[src/rtl/conv_out_serializer.sv]
// Buffers whole pixel words from the conv engine and streams them out one channel per transfer,
// tagging start-of-frame, end-of-line and end-of-frame from the output-map position counters.
module conv_out_serializer #(
  parameter int WIDTH       = 28,
  parameter int HEIGHT      = 28,
  parameter int FILTER_SIZE = 5,
  parameter int DATA_BITS   = 8,
  parameter int CHANNEL_LEN = 3,
  parameter int FIFO_DEPTH  = 4,
  localparam int CH_W       = (CHANNEL_LEN > 1) ? $clog2(CHANNEL_LEN) : 1
) (
  input  logic                             clk,
  input  logic                             rst,
  input  logic                             in_val,
  input  logic [CHANNEL_LEN*DATA_BITS-1:0] data_in,
  output logic                             in_ready,
  output logic [DATA_BITS-1:0]             out_data,
  output logic [CH_W-1:0]                  out_ch,
  output logic                             out_val,
  input  logic                             out_ready,
  output logic                             out_sof,
  output logic                             out_eol,
  output logic                             out_eof,
  output logic                             overflow
);

  localparam int OUT_W  = WIDTH - FILTER_SIZE + 1;
  localparam int OUT_H  = HEIGHT - FILTER_SIZE + 1;
  localparam int WORD_W = CHANNEL_LEN * DATA_BITS;
  localparam int COL_W  = (OUT_W > 1) ? $clog2(OUT_W) : 1;
  localparam int ROW_W  = (OUT_H > 1) ? $clog2(OUT_H) : 1;
  localparam int AW     = $clog2(FIFO_DEPTH);

  logic [WORD_W-1:0] mem_reg [FIFO_DEPTH];
  logic [AW:0]       wr_ptr_reg;
  logic [AW:0]       rd_ptr_reg;
  logic [CH_W-1:0]   ch_reg;
  logic [COL_W-1:0]  col_reg;
  logic [ROW_W-1:0]  row_reg;
  logic              overflow_reg;

  logic              empty;
  logic              full;
  logic              last_ch;
  logic              last_col;
  logic              last_row;
  logic              xfer;
  logic              pop;
  logic              push;
  logic [WORD_W-1:0] head;

  // Extra pointer MSB distinguishes full from empty when the index bits match.
  assign empty    = (wr_ptr_reg == rd_ptr_reg);
  assign full     = (wr_ptr_reg[AW] != rd_ptr_reg[AW]) &&
                    (wr_ptr_reg[AW-1:0] == rd_ptr_reg[AW-1:0]);

  assign last_ch  = (ch_reg == CH_W'(CHANNEL_LEN - 1));
  assign last_col = (col_reg == COL_W'(OUT_W - 1));
  assign last_row = (row_reg == ROW_W'(OUT_H - 1));

  assign out_val  = !empty;
  assign xfer     = out_val & out_ready;
  assign pop      = xfer & last_ch;
  assign in_ready = !full | pop;
  assign push     = in_val & in_ready;

  assign head     = mem_reg[rd_ptr_reg[AW-1:0]];
  assign out_data = head[ch_reg*DATA_BITS +: DATA_BITS];
  assign out_ch   = ch_reg;
  assign overflow = overflow_reg;

  assign out_sof  = out_val & (ch_reg == '0) & (col_reg == '0) & (row_reg == '0);
  assign out_eol  = out_val & last_ch & last_col;
  assign out_eof  = out_eol & last_row;

  // Storage has no reset; validity is tracked entirely by the pointers.
  always_ff @(posedge clk) begin
    if (push) begin
      mem_reg[wr_ptr_reg[AW-1:0]] <= data_in;
    end
  end

  always_ff @(posedge clk) begin
    if (rst) begin
      wr_ptr_reg   <= '0;
      rd_ptr_reg   <= '0;
      ch_reg       <= '0;
      col_reg      <= '0;
      row_reg      <= '0;
      overflow_reg <= 1'b0;
    end else begin
      if (push) begin
        wr_ptr_reg <= wr_ptr_reg + 1'b1;
      end
      if (in_val && !in_ready) begin
        overflow_reg <= 1'b1;
      end
      if (xfer) begin
        if (last_ch) begin
          ch_reg     <= '0;
          rd_ptr_reg <= rd_ptr_reg + 1'b1;
          if (last_col) begin
            col_reg <= '0;
            row_reg <= last_row ? '0 : row_reg + 1'b1;
          end else begin
            col_reg <= col_reg + 1'b1;
          end
        end else begin
          ch_reg <= ch_reg + 1'b1;
        end
      end
    end
  end

endmodule

[config.mk]
export PLATFORM = sky130hd
export DESIGN_NAME = conv_out_serializer
export DESIGN_NICKNAME = d
export VERILOG_FILES = /design/src/rtl/conv_out_serializer.sv
export SDC_FILE = /design/constraint.sdc
export NUM_CORES = 1
export LEC_CHECK = 0
export CORE_ASPECT_RATIO = 1.5
export CORE_UTILIZATION = 51
export CTS_BUF_LIST = sky130_fd_sc_hd__clkbuf_16
export CTS_CLUSTER_DIAMETER = 120
export CTS_CLUSTER_SIZE = 12
export DETAILED_ROUTE_END_ITERATION = 10
export GPL_TIMING_DRIVEN = 1
export PLACE_DENSITY_LB_ADDON = 0.12
export SLEW_MARGIN = 20
export SYNTH_ARGS = -nofsm -noshare
export SYNTH_HDL_FRONTEND = slang
export SYNTH_SLANG_ARGS = --single-unit
[constraint.sdc]
create_clock -name clk -period 2.4 [get_ports clk]
set_input_delay 0.24 -clock clk [delete_from_list [all_inputs] [get_ports clk]]
set_output_delay 0.24 -clock clk [all_outputs]
set_load 0.02 [all_outputs]
==> run_results.csv, run 1 <==
group,metric,value,unit
logic_synthesis,seq_area_frac_synth,0.6906,
layout,layout_common_cells,"edfxtp_1, clkdlybuf4s50_1, mux4_2, dfxtp_1, clkbuf_16",
sta,timing.fmax,431.8,MHz
sta,finalCriticalPeriod,2.316,ns
sta,skew,0.005770,ns
global_route,overflow,0,
floorplanning,initial_core_util,0.5323,
logic_synthesis,yosys.area_share.simple,0.07167,
layout,largest_reg_flops,96,
logic_synthesis,synth_compound_area_frac,0.04447,
logic_synthesis,synth_warnings,0,
routing,ant_nets,0,
layout,layout.nets,381,
layout,stdcell_area,0.006070,mm2
power,power_frac_seq,0.443,
logic_synthesis,synth_area_per_cell,17.14,um2
power,sw_frac_of_total,0.2005,
flow_run,cap_violations,0,
cts,clk_path_buf_depth,2,
logic_synthesis,synthesis.area,0.004783,mm2
placed_design,place_hpwl,5.434,mm
floorplanning,die_h,120.6,um
routing,first_iter_violations,128,
routing,via_per_inst,5.626,
cts,postCtsSetupBuffers,0,
sta,final-hold-violation-count,0,
layout,final_layout_size_suffix_gt1_frac,0.2310,
placed_design,port_buffers,43,
routing,vias,2616,
routing,wl,8.890,mm
routing,routedWlPerCell,19.12,um
logic_synthesis,synthesis.nets,316,
logic_synthesis,syn_inst,279,
power,p_per_area,860.2,mW/mm2
power,power_frac_comb,0.075,
power,clockPowerShare,0.482,
floorplanning,fp.coreArea,0.008986,mm2
placed_design,place_ws,0.07015,ns
layout,multi_input_area,0.001399,mm2
global_route,antenna_found_initial,0,
layout,antenna_cells,0,
power,p_sw,1047,uW
cts,clk_transition_reported_paths,0.05,ns
layout,syn2layout_area_growth,26.89,%
setup_path,cp-end-kind,"output port",
routing,drtPass1Iterations,4,
cts,htreeDepth,4,
logic_synthesis,synth_cell_types,40,
power,internal_power,4174,uW
sta,maxSlewHeadroom,0.3496,
cts,cts_tree,"built",
logic_synthesis,synth-seq-cells,117,
power,ir_drop,0.6630,mV
placed_design,gp_congestion,0.7508,
global_route,grt_pass1_vias,2781,
logic_synthesis,synth_xor_area_frac,0.01779,
logic_synthesis,synthAdderAreaFrac,0.02354,
sta,fin_crit_sh,0.9651,
sta,rsz0062_at_grt,"yes",
floorplanning,rows,42,
setup_path,worstPathMaxFanout,7,
worst_hold_path,holdCritPathClass,"input pin to flop",
run_status,status,"finished clean",
layout,fillers,618,
cts,cts_sinks,117,
power,leakage,0.002076,uW
placed_design,dpl_cell_area,0.005466,mm2
setup_path,worstPathRequired,2.16,ns
setup_path,worstSetupStartpointType,"flop",
cts,hold_buffers,0,
setup_path,critical_path_class,"flop to output port",
logic_synthesis,synthMuxAreaShare,0.1292,
routing,post-route-drc-count,0,
floorplanning,dieArea,0.009778,mm2
setup_path,rrSetupSlack,0.56,ns
setup_path,slowest_stage,"mux4_1",
layout,regArea,0.003307,mm2
floorplanning,die_x,81.08,um
cts,root_buffer,"clkbuf_16",
global_route,grtUsageTotal,0.2066,
sta,report.final.slew_viol_count,0,
floorplanning,io_pins,44,
cts,insertion_delay,0.40,ns
sta,tightestPinTransition,0.9721,ns
setup_path,critPathMaxStageDelay,0.54,ns
setup_path,worstPathArrival,2.08,ns
setup_path,path_cells,"buf_8 -> mux4_1 -> nor2b_1 -> a221o_1 -> buf_2",
sta,setup_viol,0,
global_route,grt_pass1_wl,13.91,mm
layout,layout_commonest_cell,"edfxtp_1",
cts,numCtsBuffers,17,
global_route,grt_start_max_net_pins,26,
sta,fin_ws,0.08384,ns
logic_synthesis,synth_top_family_by_area,"multiplexers",
## synthesized netlist by cell type, drive strengths merged
| library cell | number | area (um2) |
|---|---|---|
| and3b | 1 | 8.760 |
| buf | 7 | 48.79 |
| a41oi | 2 | 17.52 |
| or2b | 1 | 7.510 |
| o21ba | 1 | 10.01 |
| ha | 9 | 112.6 |
| edfxtp | 96 | 2883 |
| xor2 | 3 | 41.29 |
| mux2i | 4 | 40.04 |
| nand3 | 6 | 30.03 |
| and4b | 1 | 10.01 |
| nor2 | 13 | 48.80 |
| mux2 | 2 | 22.52 |
| mux4 | 24 | 555.5 |
| a221o | 8 | 80.08 |
| nor4 | 1 | 6.260 |
| o21ai | 6 | 30.03 |
| o31a | 1 | 10.01 |
| dfxtp | 21 | 420.4 |
| nand2 | 8 | 30.03 |
| or4 | 3 | 22.52 |
| xnor2 | 5 | 43.79 |
| nand2b | 1 | 6.260 |
| nand4b | 1 | 8.760 |
| a21oi | 9 | 45.04 |
| inv | 11 | 41.29 |
| nand3b | 1 | 7.510 |
| nor2b | 11 | 68.82 |
| nand4 | 4 | 25.02 |
| nor3 | 5 | 25.02 |
| o31ai | 2 | 20.02 |
| clkbuf | 5 | 18.77 |
| or3 | 2 | 12.51 |
| and2 | 4 | 25.02 |
## area by class of cell
type,instances,area share
inverters,11,0.006803
multi-input cells,139,0.2305
flip-flops and latches,117,0.5448
repair buffers,58,0.09751
clock inverters,13,0.02762
well taps,110,0.02268
clock buffers,17,0.07009
## worst max-delay path, delay by kind of cell (launching register included)
family / cells / cell delay [ns]
muxes: 1 / 0.54
DFF: 1 / 0.39
buffers and inverters: 2 / 0.31
AOI/OAI and AO/OA: 1 / 0.28
and+or+nand+nor: 1 / 0.15
## through the flow
step / cells / setup TNS [ns] / power (uW) / hold slack [ns] / utilization
final: 465 / 0 / 5221 / 0.4670 / 0.6754
after CTS: 465 / -0.04664 / 5285 / 0.4425 / 0.6768
after global routing: 465 / -0.01809 / 5381 / 0.4712 / 0.6754
after floorplan: 279 / 0 / 2553 / 0.3389 / -
after detailed placement: 435 / 0 / 2769 / 0.4760 / 0.6083
after global placement: 435 / 0 / 2762 / 0.4637 / 0.6083
## cells by family after synthesis
kind of cell,count (synthesis)
compound gates,29
xor+xnor,8
flops,117
simple gates,63
fa+ha+maj,9
buf+inv,23
mux,30
## worst paths after layout
check | end | startpoint | depth (start not counted)
worst max-delay path | out_data[4] | flop | 5
worst min-delay path | mem_reg[0][16] | data_in[16] | 1
worst max register to register | rd_ptr_reg[1] | rd_ptr_reg[2] | 4
worst min register to register | overflow | overflow | 1
## power groups by stage
stage	logic [uW]	registers [uW]	clock network, uW
after floorplan	200	2350	0
after global placement	414	2350	0
after detailed placement	416	2350	0
after CTS	409	2310	2560
after global routing	419	2320	2640
final	390	2310	2520
## repair_timing
| item | in CTS | in global routing |
|---|---|---|
| endpoints found under the hold margin | 0 | 0 |
| setup endpoints to repair | 10 | 8 |
| gates resized for setup | 37 | 12 |
## per-layer routing
metal / part of all wire / track usage
met4: 0.011 / 0.07924
met3: 0.035 / 0.05887
met2: 0.56 / 0.3739
met1: 0.39 / 0.2207
met5: 0 / 0
No activity file was read; power rests on OpenSTA's default activity.
==> run 2: changes to the inputs <==
--- a/config.mk
+++ b/config.mk
@@ -10,5 +10,5 @@
 export CTS_BUF_LIST = sky130_fd_sc_hd__clkbuf_16
 export CTS_CLUSTER_DIAMETER = 120
-export CTS_CLUSTER_SIZE = 12
+export CTS_CLUSTER_SIZE = 28
 export DETAILED_ROUTE_END_ITERATION = 10
 export GPL_TIMING_DRIVEN = 1
==> constraint.sdc (replaced) <==
create_clock -name clk -period 2.4 [get_ports clk]
set_input_delay 0.24 -clock clk [delete_from_list [all_inputs] [get_ports clk]]
set_output_delay 0.24 -clock clk [all_outputs]
set_load 0.05 [all_outputs]
==> run_results.csv, run 2 (synthesized netlist as in run 1, its figures left out) <==
group,metric,value,unit
power,power,5065,uW
setup_path,critPathMaxStageDelay,0.48,ns
routing,first_iter_violations,114,
routing,routedWlPerCell,18.98,um
placed_design,port_buffers,43,
sta,timing.fmax,425.0,MHz
layout,largest_reg_flops,96,
cts,insertion_delay,0.41,ns
layout,layout.nets,379,
setup_path,timing.rr.end,"col_reg[3]",
cts,clk_path_buf_depth,2,
floorplanning,initial_core_util,0.5323,
floorplanning,die_x,81.08,um
floorplanning,dieArea,0.009778,mm2
global_route,overflow,0,
layout,antenna_cells,0,
layout,syn2layout_area_growth,25.56,%
setup_path,worstPathArrival,2.11,ns
placed_design,gp_congestion,0.7425,
global_route,antenna_found_initial,0,
layout,layout_common_cells,"edfxtp_1, clkdlybuf4s50_1, mux4_2, dfxtp_1",
routing,post-route-drc-count,0,
sta,tightestPinTransition,0.9066,ns
sta,finalCriticalPeriod,2.353,ns
global_route,grt_start_max_net_pins,25,
sta,final-hold-violation-count,0,
global_route,grt_pass1_vias,2734,
global_route,grt_use_met3,0.05887,
placed_design,dpl.cell_count,431,
flow_run,cap_violations,0,
sta,setup_tns,0,ns
cts,cts_tree,"built",
sta,report.final.slew_viol_count,0,
run_status,status,"finished clean",
setup_path,critPathTopFamily,"multiplexers",
setup_path,crit_buf_inv,2,
cts,cts_sinks,117,
power,ir_drop,0.6430,mV
setup_path,path_cells,"clkbuf_16 -> mux4_2 -> nor2b_1 -> a221o_1 -> buf_4",
cts,htreeDepth,4,
routing,wl,8.826,mm
power,p_per_area,843.3,mW/mm2
setup_path,ff2ff_path_depth,4,
cts,hold_buffers,0,
setup_path,rrSetupSlack,0.53,ns
setup_path,worstPathMaxFanout,6,
worst_hold_path,holdCritPathClass,"input pin to flop",
global_route,grt_pass1_wl,13.88,mm
setup_path,slowest_stage,"mux4_2",
global_route,met2_usage,0.3556,
setup_path,endpoint,"out_data[1]",
global_route,grt-busiest-layer,"met2",
floorplanning,io_pins,44,
setup_path,worstSetupStartpointType,"flop",
setup_path,critical_path_class,"flop to output port",
sta,holdWs,0.4541,ns
layout,finalNonFillerCells,465,
power,leakage,0.002046,uW
setup_path,worst-path-stages,5,
cts,root_buffer,"clkbuf_16",
floorplanning,fp.coreArea,0.008986,mm2
routing,drtPass1Iterations,6,
placed_design,place_hpwl,5.342,mm
global_route,met1_usage,0.2338,
setup_path,worstPathRequired,2.16,ns
sta,maxSlewHeadroom,0.3919,
layout,final_layout_size_suffix_gt1_frac,0.2479,
floorplanning,rows,42,
sta,skew,0.008324,ns
floorplanning,die_h,120.6,um
cts,postCtsSetupBuffers,0,
cts,clk_transition_reported_paths,0.06,ns
global_route,grtUsageTotal,0.2069,
setup_path,worstReg2RegStart,"wr_ptr_reg[1]",
sta,setup_viol,0,
routing,via_per_inst,5.598,
setup_path,cp-end-kind,"output port",
layout,fillers,613,
layout,layout_commonest_cell,"edfxtp_1",
routing,ant_nets,0,
cts,numCtsBuffers,17,
routing,vias,2603,
sta,fin_crit_sh,0.9803,
[run 2: worst min-delay path by stage]
stage	startpoint	end	cells after the start
floorplan	data_in[0]	mem_reg[0][0]	0
global placement	overflow	overflow	1
detailed placement	overflow	overflow	1
CTS	data_in[11]	mem_reg[3][11]	1
global route	data_in[11]	mem_reg[1][11]	1
finish	data_in[4]	mem_reg[0][4]	1
[run 2: layout make-up]
cell class                      instances  area (um2)  area share
Clock buffer                           17       425.4     0.07083
Clock inverter                         15       118.9     0.01979
Inverter                               11       41.29    0.006875
Multi-Input combinational cell        139        1388      0.2310
Sequential cell                       117        3307      0.5506
Tap cell                              110       137.6     0.02292
Timing Repair Buffer                   56       588.1     0.09792
[run 2: per-layer routing]
metal  wire length [um]  vias to the layer above
li1                   -                     1234
met1               3639                     1302
met2               4764                       54
met3                266                       13
met4                155                        0
met5                  0                        -
[run 2: what timing repair did]
action	CTS	global route
endpoints found under the setup margin	9	4
gates resized for setup	5	0
cloned	1	1
[run 2: stage by stage]
step	util	instance area, um2	worst slack, ns
after floorplan	-	4800	0.02468
after global placement	0.6012	5403	0.3820
after detailed placement	0.6012	5403	0.3683
after CTS	0.6656	5981	0.01854
after global routing	0.6683	6006	-0.01745
final	0.6683	6006	0.04718
[run 2: power breakdown]
part | internal, uW | total [uW] | switching, uW
clock | 1340 | 2280 | 941
combinational | 189 | 467 | 278
sequential | 2290 | 2320 | 30.4
